`src/rtl/regfile_pkg.sv`:
```
// ============================================================================
// Module  : regfile_pkg
// Brief   : Shared sizes, types and write-enable helpers for the register file.
// Rev     : 1.0
// ============================================================================
`default_nettype none

package regfile_pkg;

    localparam int NUM_REGS         = 32;
    localparam int ADDR_W           = 5;
    localparam int DEFAULT_ZERO_REG = 31;

    typedef logic [ADDR_W-1:0]   reg_idx_t;
    typedef logic [NUM_REGS-1:0] wr_onehot_t;

    // Popcount > 1: clearing the lowest set bit leaves something behind.
    function automatic logic multi_hot(input wr_onehot_t v);
        return (v & (v - wr_onehot_t'(1))) != '0;
    endfunction

    function automatic reg_idx_t onehot_to_idx(input wr_onehot_t v);
        reg_idx_t idx;
        idx = '0;
        for (int i = 0; i < NUM_REGS; i++) begin
            if (v[i]) begin
                idx = reg_idx_t'(i);
            end
        end
        return idx;
    endfunction

endpackage

`default_nettype wire

```
`src/rtl/mux32to1.sv`:
```
// ============================================================================
// Module  : mux32to1
// Brief   : 32-input WIDTH-bit selector, one per register-file read port.
// Rev     : 1.0
// ============================================================================
`default_nettype none

module mux32to1
    import regfile_pkg::*;
#(
    parameter int WIDTH = 64
) (
    input  logic [WIDTH-1:0] data_i [NUM_REGS],
    input  reg_idx_t         sel_i,
    output logic [WIDTH-1:0] y_o
);

    assign y_o = data_i[sel_i];

endmodule

`default_nettype wire

```
`src/rtl/regfile_read_side.sv`:
```
// ============================================================================
// Module  : regfile_read_side
// Brief   : 32-entry register storage with two registered read ports and a
//           sticky non-one-hot write-enable flag. Optional write-through
//           forwarding is compiled in with `define REGFILE_BYPASS_EN.
// Rev     : 1.0
// ============================================================================
`default_nettype none

module regfile_read_side
    import regfile_pkg::*;
#(
    parameter int WIDTH    = 64,
    parameter int ZERO_REG = DEFAULT_ZERO_REG
) (
    input  logic                clk,
    input  logic                reset,
    input  logic [NUM_REGS-1:0] wr_en,
    input  logic [WIDTH-1:0]    wr_data,
    input  logic                rd_req,
    input  logic [ADDR_W-1:0]   rd_addr_a,
    input  logic [ADDR_W-1:0]   rd_addr_b,
    output logic                rd_valid,
    output logic [WIDTH-1:0]    rd_data_a,
    output logic [WIDTH-1:0]    rd_data_b,
    output logic                onehot_err
);

    logic             wr_multi;
    logic             wr_single;
    logic [WIDTH-1:0] reg_file [NUM_REGS];
    logic [WIDTH-1:0] mux_a;
    logic [WIDTH-1:0] mux_b;
    logic [WIDTH-1:0] rd_sel_a;
    logic [WIDTH-1:0] rd_sel_b;

    logic             rd_valid_q,   rd_valid_d;
    logic [WIDTH-1:0] rd_data_a_q,  rd_data_a_d;
    logic [WIDTH-1:0] rd_data_b_q,  rd_data_b_d;
    logic             onehot_err_q, onehot_err_d;

    assign wr_multi  = multi_hot(wr_en);
    assign wr_single = (wr_en != '0) && !wr_multi;

    // The zero register has no storage at all, so a legal write to it is
    // simply dropped and it can never read back non-zero.
    generate
        for (genvar i = 0; i < NUM_REGS; i++) begin : g_regs
            if (i == ZERO_REG) begin : g_zero
                assign reg_file[i] = '0;
            end else begin : g_store
                logic [WIDTH-1:0] reg_q;

                always_ff @(posedge clk or posedge reset) begin
                    if (reset) begin
                        reg_q <= '0;
                    end else if (wr_single && wr_en[i]) begin
                        reg_q <= wr_data;
                    end
                end

                assign reg_file[i] = reg_q;
            end
        end
    endgenerate

    mux32to1 #(.WIDTH(WIDTH)) u_mux_a (
        .data_i (reg_file),
        .sel_i  (rd_addr_a),
        .y_o    (mux_a)
    );

    mux32to1 #(.WIDTH(WIDTH)) u_mux_b (
        .data_i (reg_file),
        .sel_i  (rd_addr_b),
        .y_o    (mux_b)
    );

`ifdef REGFILE_BYPASS_EN
    reg_idx_t wr_idx;
    logic     fwd_a;
    logic     fwd_b;

    // Only a single, non-zero-register write is forwarded; a multi-hot
    // write never lands, so it must never be seen on a read port either.
    assign wr_idx   = onehot_to_idx(wr_en);
    assign fwd_a    = wr_single && (wr_idx == rd_addr_a)
                      && (rd_addr_a != reg_idx_t'(ZERO_REG));
    assign fwd_b    = wr_single && (wr_idx == rd_addr_b)
                      && (rd_addr_b != reg_idx_t'(ZERO_REG));
    assign rd_sel_a = fwd_a ? wr_data : mux_a;
    assign rd_sel_b = fwd_b ? wr_data : mux_b;
`else
    assign rd_sel_a = mux_a;
    assign rd_sel_b = mux_b;
`endif

    always_comb begin
        rd_valid_d   = rd_req;
        rd_data_a_d  = rd_data_a_q;
        rd_data_b_d  = rd_data_b_q;
        onehot_err_d = onehot_err_q | wr_multi;
        if (rd_req) begin
            rd_data_a_d = rd_sel_a;
            rd_data_b_d = rd_sel_b;
        end
    end

    always_ff @(posedge clk or posedge reset) begin
        if (reset) begin
            rd_valid_q   <= 1'b0;
            rd_data_a_q  <= '0;
            rd_data_b_q  <= '0;
            onehot_err_q <= 1'b0;
        end else begin
            rd_valid_q   <= rd_valid_d;
            rd_data_a_q  <= rd_data_a_d;
            rd_data_b_q  <= rd_data_b_d;
            onehot_err_q <= onehot_err_d;
        end
    end

    assign rd_valid   = rd_valid_q;
    assign rd_data_a  = rd_data_a_q;
    assign rd_data_b  = rd_data_b_q;
    assign onehot_err = onehot_err_q;

endmodule

`default_nettype wire

```
`config.mk`:
```
export PLATFORM = sky130hd
export DESIGN_NAME = regfile_read_side
export DESIGN_NICKNAME = d
export VERILOG_FILES = /design/src/rtl/regfile_pkg.sv /design/src/rtl/mux32to1.sv /design/src/rtl/regfile_read_side.sv
export SDC_FILE = /design/constraint.sdc
export NUM_CORES = 2
export LEC_CHECK = 0
export CAP_MARGIN = 20
export CORE_AREA = 2 2 451 453
export CTS_CLUSTER_DIAMETER = 150
export DETAILED_ROUTE_END_ITERATION = 10
export DIE_AREA = 0 0 453 455
export DONT_BUFFER_PORTS = 1
export GPL_TIMING_DRIVEN = 0
export PLACE_DENSITY = 0.81
export SYNTH_ARGS = -nofsm -noshare
export SYNTH_HDL_FRONTEND = slang
export SYNTH_SLANG_ARGS = --single-unit
```
`constraint.sdc`:
```
create_clock -name clk -period 231.6 [get_ports clk]
set_input_delay 46.32 -clock clk [delete_from_list [all_inputs] [get_ports clk]]
set_output_delay 46.32 -clock clk [all_outputs]
set_load 0.02 [all_outputs]
```
Word-level counts from Yosys, hierarchy flattened
Index checks and enable logic that the tools add are counted.
- bits in registers: 2114
- bits of input ports: 109
- memory bits (read-only): 0
- RAM bits: 0
- latch bits: 0
- memories kept: 0
- word-level logic and storage cells: 83
- output and inout port bits: 130
- multiplexer cells: 6
- add/subtract/negate cells: 1
- bitwise gates (word level): 4
- multipliers: 0
- reduce and logical (&&, ||, !) cells: 35
- eq/ne operators: 0
- div/mod/pow operators: 0
- shift-type cells: 0
- magnitude comparators: 2
- operators by type and width (kind ; count):
    $bmux 64 s5 ; 2
    $mux 64 ; 4
    $reduce_bool 32->1 ; 2
    $and 32x32->32 ; 1
    $logic_and 1x1->1 ; 32
    $sub 32x1->32 const B ; 1
    $ge 6x6->1 const B ; 2
    $not 5->6 ; 2
    $logic_not 1->1 ; 1
    $or 1x1->1 ; 1

Logic depth before layout (Yosys ltp)
- depth in word-level cells: 6
- gate-level depth with buffers: 10
- depth with buffers taken out: 7

By module
A second synthesis with hierarchy kept.
- cells, all modules: 6790
- area, all modules: 119542.2 µm²
- modules (own cells, without submodules) (module ; area an instance (µm²) ; instances ; sequential area each (µm²) ; cells an instance):
    regfile_read_side ; 87283.7 ; 1 ; 52900.7 ; 4768
    mux32to1 ; 16129.2 ; 2 ; 0.0 ; 1011

Worst setup path before layout
OpenSTA, ideal clock, no wires.
- kind: input -> register
- start point: in wr_en[22]
- end point: reg g_regs[11].g_store.reg_q[0]
- setup time: 0.128 ns
- stages: 9
- arrival time: 49.200 ns
- required time: 231.472 ns
- path slack: 182.272 ns
- buffers on the path: 2
- path through: or4_1 > or4_1 > o41ai_2 > nand4_1 > nor4_4 > buf_6 > nand3_2 > buf_2 > mux2_1
- cells in the longest elaborated chain, start to end: 6
- elaborated cells on any way between the ends: 7
- classes of those cells: 1 x add/sub; 1 x bitwise; 5 x reduce/logical
- RTL lines (item ; RTL line ; RTL):
    start: declaration ; regfile_read_side.sv:18 ; input logic [NUM_REGS-1:0] wr_en,
    $sub 32x1->32 ; regfile_pkg.sv:19 ; return (v & (v - wr_onehot_t'(1))) != '0;
    $and 32x32->32 ; regfile_pkg.sv:19 ;
    $reduce_bool 32->1 ; regfile_pkg.sv:19 ;
    $logic_not 1->1 ; regfile_read_side.sv:43 ; assign wr_single = (wr_en != '0) && !wr_multi;
    $logic_and 1x1->1 (*) ; regfile_read_side.sv:43 ;
    $logic_and 1x1->1 (*) ; regfile_read_side.sv:57 ; end else if (wr_single && wr_en[i]) begin
    end signal: assignment ; regfile_read_side.sv:58 ; reg_q <= wr_data;
    end: declaration ; regfile_read_side.sv:52 ; logic [WIDTH-1:0] reg_q;
Every way passes the cells marked *; elsewhere a longest branch is shown, timed or not.
A chain may end at the register's enable or synchronous reset.

Worst setup path in the final report
- start point: in rd_addr_a[1]
- end point: reg rd_data_a_q[3], in the netlist rd_data_a[3]
- cells in the longest elaborated chain, start to end: 4
- RTL lines (item ; RTL line ; RTL):
    start: declaration ; regfile_read_side.sv:21 ; input logic [ADDR_W-1:0] rd_addr_a,
    $not 5->6 (not written as such) ; mux32to1.sv:18 ; assign y_o = data_i[sel_i];
    $bmux 64 s5 ; mux32to1.sv:18 ;
    $mux 64 (not written as such) (2 in series) ; mux32to1.sv:18 ;
    end signal: assignment ; regfile_read_side.sv:117 ; rd_data_a_q <= rd_data_a_d;
    end: declaration ; regfile_read_side.sv:38 ; logic [WIDTH-1:0] rd_data_a_q, rd_data_a_d;
No other way between the ends. The select of a mux whose other input is x is not followed.

==> metrics.csv <==
stage,metric,value,unit
sta,skew,0.03713,ns
clock_network,clock-root-buffer,clkbuf_16,
synth,synth.area.top_cells,"dfrtp_1 48%, mux4_2 24%, mux2_1 17%",
floorplan,rows,165,
critical_path,slowest_stage,clkbuf_1,
synth,synthCells,6848,
sta,worst_pin_slew,1.266,ns
routing,first_iter_violations,8897,
clock_network,clk_path_buf_depth,3,
routing,drtPass1Iterations,8,
outcome,status,"finished, final reports clean",
sta,hold_violations,0,
sta,rsz0062_at_grt,false,
clock_network,cts_resized,0,
critical_path,reg2reg_to,rd_data_b[40]$_DFFE_PP0P_,
global_route,overflow,0,
sta,tns,0,ns
placement,dp_slack,180.63,ns
sta,setup_slack,181.45,ns
synth,yosys.area.top_type,dfrtp_1,
critical_path,slowest_delay,0.84,ns
hold_path,hp-start,g_regs[22].g_store.reg_q[25]$_DFFE_PP0P_,
clock_network,cts_htree_levels,4,
synth,ys_ff_latch,2114,
routing,top_layer_used,met5,
synth,syn_nets,6957,
global_route,antenna_found_initial,34,
power,power_density,6.464,mW/mm2
critical_path,r2r_slack,229.37,ns
power,p_switching,0.1957,mW
global_route,grt_pass1_wl,515.8,mm
critical_path,endpoint_kind,flop,
synth,synthFlopType,dfrtp_1,
placement,place_congestion,0.9378,
power,combPwrFrac,6.3,%
clock_network,path_clk_slew,0.06,ns
synth,ys_seq_area_share,48.11,%
global_route,grt_max_degree,139,
power,ir_worst_vdd,0.009172,mV
floorplan,core_area,0.2013,mm2
layout,syn2layout_area_growth,11.40,%
layout,nets,7260,
global_route,grt_usage,34.79,%
clock_network,ctsHoldBuffers,0,
critical_path,cp_cell_sequence,"clkbuf_1, clkbuf_1, clkbuf_2, buf_1, mux2i_1, o21ai_0, mux4_2, mux2i_1, a21oi_1",
layout,layoutNonFillerInstCount,10050,
routing,via_count,71050,
power,p_int,0.5960,mW
floorplan,io_pins,239,
clock_network,clock_latency,0.89,ns
sta,setup_viol,0,
clock_network,cts_tree,done,
power,leakagePower,58.01,nW
hold_path,hp-class,reg2reg,
clock_network,numClockSinks,2114,
routing,wl_met3,42.28,mm
synth,async_reset_ff_share,100.0,%
layout,drive_gt1_share,29.13,%
sta,fmax,19.94,MHz
global_route,grt_pass1_vias,72640,
synth,synth.top_cell.area_share,48.11,%
power,p_clk_share,46.4,%
synth,synth_edf_count,0,
critical_path,worstPathRequired,232.31,ns
sta,slew_headroom,15.63,%
hold_path,hold_path_depth,1,
placement,placed_cells,9574,
synth,post_synth.cell_area_avg,16.06,um2
job,cap_violations,0,
floorplan,die_y,455,um
routing,drcViolationCount,0,
placement,dp_hpwl,252.6,mm
placement,io_buffers,0,
synth,synth.distinct_cells,44,
critical_path,startpoint_type,primary input,
clock_network,numCtsBuffers,216,
critical_path,worstPathArrival,50.86,ns
power,swShare,24.72,%
routing,wl_met2,161.4,mm
clock_network,post_cts_buffers,0,
routing,wl,355.8,mm
routing,viasPerCell,7.067,
floorplan,dieArea,0.2061,mm2
hold_path,holdPathEnd,g_regs[22].g_store.reg_q[25]$_DFFE_PP0P_,
floorplan,fp.dieW,453,um
sta,period_minus_slack,50.15,ns
critical_path,crit_type,in2reg,
routing,detail-route-antenna-nets,0,
synth,yosys_warnings,0,
layout,fillCellCount,14260,
floorplan,initial_core_util,54.62,%
critical_path,r2r_start,g_regs[8].g_store.reg_q[40]$_DFFE_PP0P_,
routing,wl_met1,127.5,mm
sta,period_share,21.65,%
synth,syn-cell-area,0.1099,mm2
routing,wl_per_cell,35.39,um
critical_path,r2r_cells,4,
power,pwr-share-seq,47.3,%
critical_path,critPathMaxFanout,10,
sta,drv_slew,0,
power by group through the flow:
stage	clock network (mW)	logic (mW)	registers, mW
6_report	0.368	0.0498	0.374
5_1_grt	0.383	0.0524	0.374
4_1_cts	0.368	0.0485	0.374
3_5_place_dp	0	0.0483	0.381
3_3_place_gp	0	0.0450	0.383
2_1_floorplan	0	0.0291	0.382
how the worst max path moves through the flow:
stage,startpoint,end,slack [ns],cells after the start
finish,rd_addr_a[1],rd_data_a[3]$_DFFE_PP0P_,181.45,9
global route,rd_addr_a[1],rd_data_a[3]$_DFFE_PP0P_,181.43,9
CTS,rd_addr_a[1],rd_data_a[3]$_DFFE_PP0P_,181.54,9
detailed placement,rd_addr_a[1],rd_data_a[3]$_DFFE_PP0P_,180.63,9
global placement,reset,g_regs[24].g_store.reg_q[30]$_DFFE_PP0P_,106.22,1
floorplan,reset,g_regs[0].g_store.reg_q[0]$_DFFE_PP0P_,125.56,1
through the flow:
stage               hold WS, ns  total power, mW  area, um2  utilization, %
finish                   0.5076           0.7918     122500           60.85
global route             0.5166           0.8099     122400           60.81
CTS                      0.5105           0.7912     121900           60.58
detailed placement       0.4971           0.4295     114500           56.86
global placement         0.4846           0.4281     113300           56.28
floorplan                0.4758           0.4110     109900               -
cells by family after synthesis:
group	after synthesis	synth area share (%)
AO/OA/AOI/OAI	281	1.342
multiplexers	3392	46.25
buffers and inverters	729	2.722
adder cells (fa/ha/maj)	2	0.01821
flip-flops	2114	48.11
AND/OR/NAND/NOR	330	1.556
synth_stat cells (2+ instances only):
master / instances
nand2_1: 135
nand3_1: 4
buf_1: 106
buf_4: 2
or3_1: 2
mux2i_1: 256
mux4_2: 1152
nand3_4: 27
o32ai_1: 3
inv_1: 2
mux2_1: 1703
o21a_1: 3
buf_2: 181
nor3_1: 7
buf_6: 3
clkbuf_1: 435
dfrtp_1: 2114
nand4_1: 3
maj3_1: 2
mux2_2: 281
a21oi_1: 129
o21ai_0: 132
nor2_1: 134
nor2b_1: 2
o31ai_1: 5
or4_1: 2
nor4_1: 6
placed cells by master, fill, tap and decap left out, drive strengths merged, types with 3 or more instances in the layout:
master / instances
inv: 6
diode: 43
nand4: 3
nor4: 7
mux2: 1984
dfrtp: 2114
a21oi: 129
buf: 377
o32ai: 3
o31ai: 5
nand2: 136
nor2: 134
clkbuf: 749
clkinv: 58
o21a: 3
o21ai: 132
nand3: 32
bufinv: 17
mux2i: 256
clkinvlp: 13
nor3: 7
mux4: 1152
metal layers:
| metal | global-route usage, % | vias to the layer above |
|---|---|---|
| li1 | - | 27240 |
| met1 | 44.89 | 37920 |
| met2 | 51.72 | 4794 |
| met3 | 10.98 | 1067 |
| met4 | 21.44 | 36 |
| met5 | 0 | - |
sequential cells by signal (all words and copies together) (netlist names):
name	count
g_regs.g_store.reg_q	1984
onehot_err	1
rd_data_a	64
rd_data_b	64
rd_valid	1
layout make-up:
class / count / area [um2] / share of cell area, %
flip-flops and latches: 2114 / 52900 / 43.19
plain buffers: 727 / 3030 / 2.474
multi-input cells: 4005 / 54050 / 44.13
diodes: 43 / 107.6 / 0.08785
clock inverters: 92 / 1091 / 0.8908
repair buffers: 85 / 1553 / 1.268
clock buffers: 314 / 6389 / 5.216
inverters: 2 / 15.01 / 0.01226
well taps: 2672 / 3343 / 2.730
worst max-delay path: cells and delay by family:
kind | cells | cell delay (ns)
buf+inv | 4 | 2.93
mux | 3 | 1.29
compound gates | 2 | 0.28
Power figures use the tool's default switching activity.
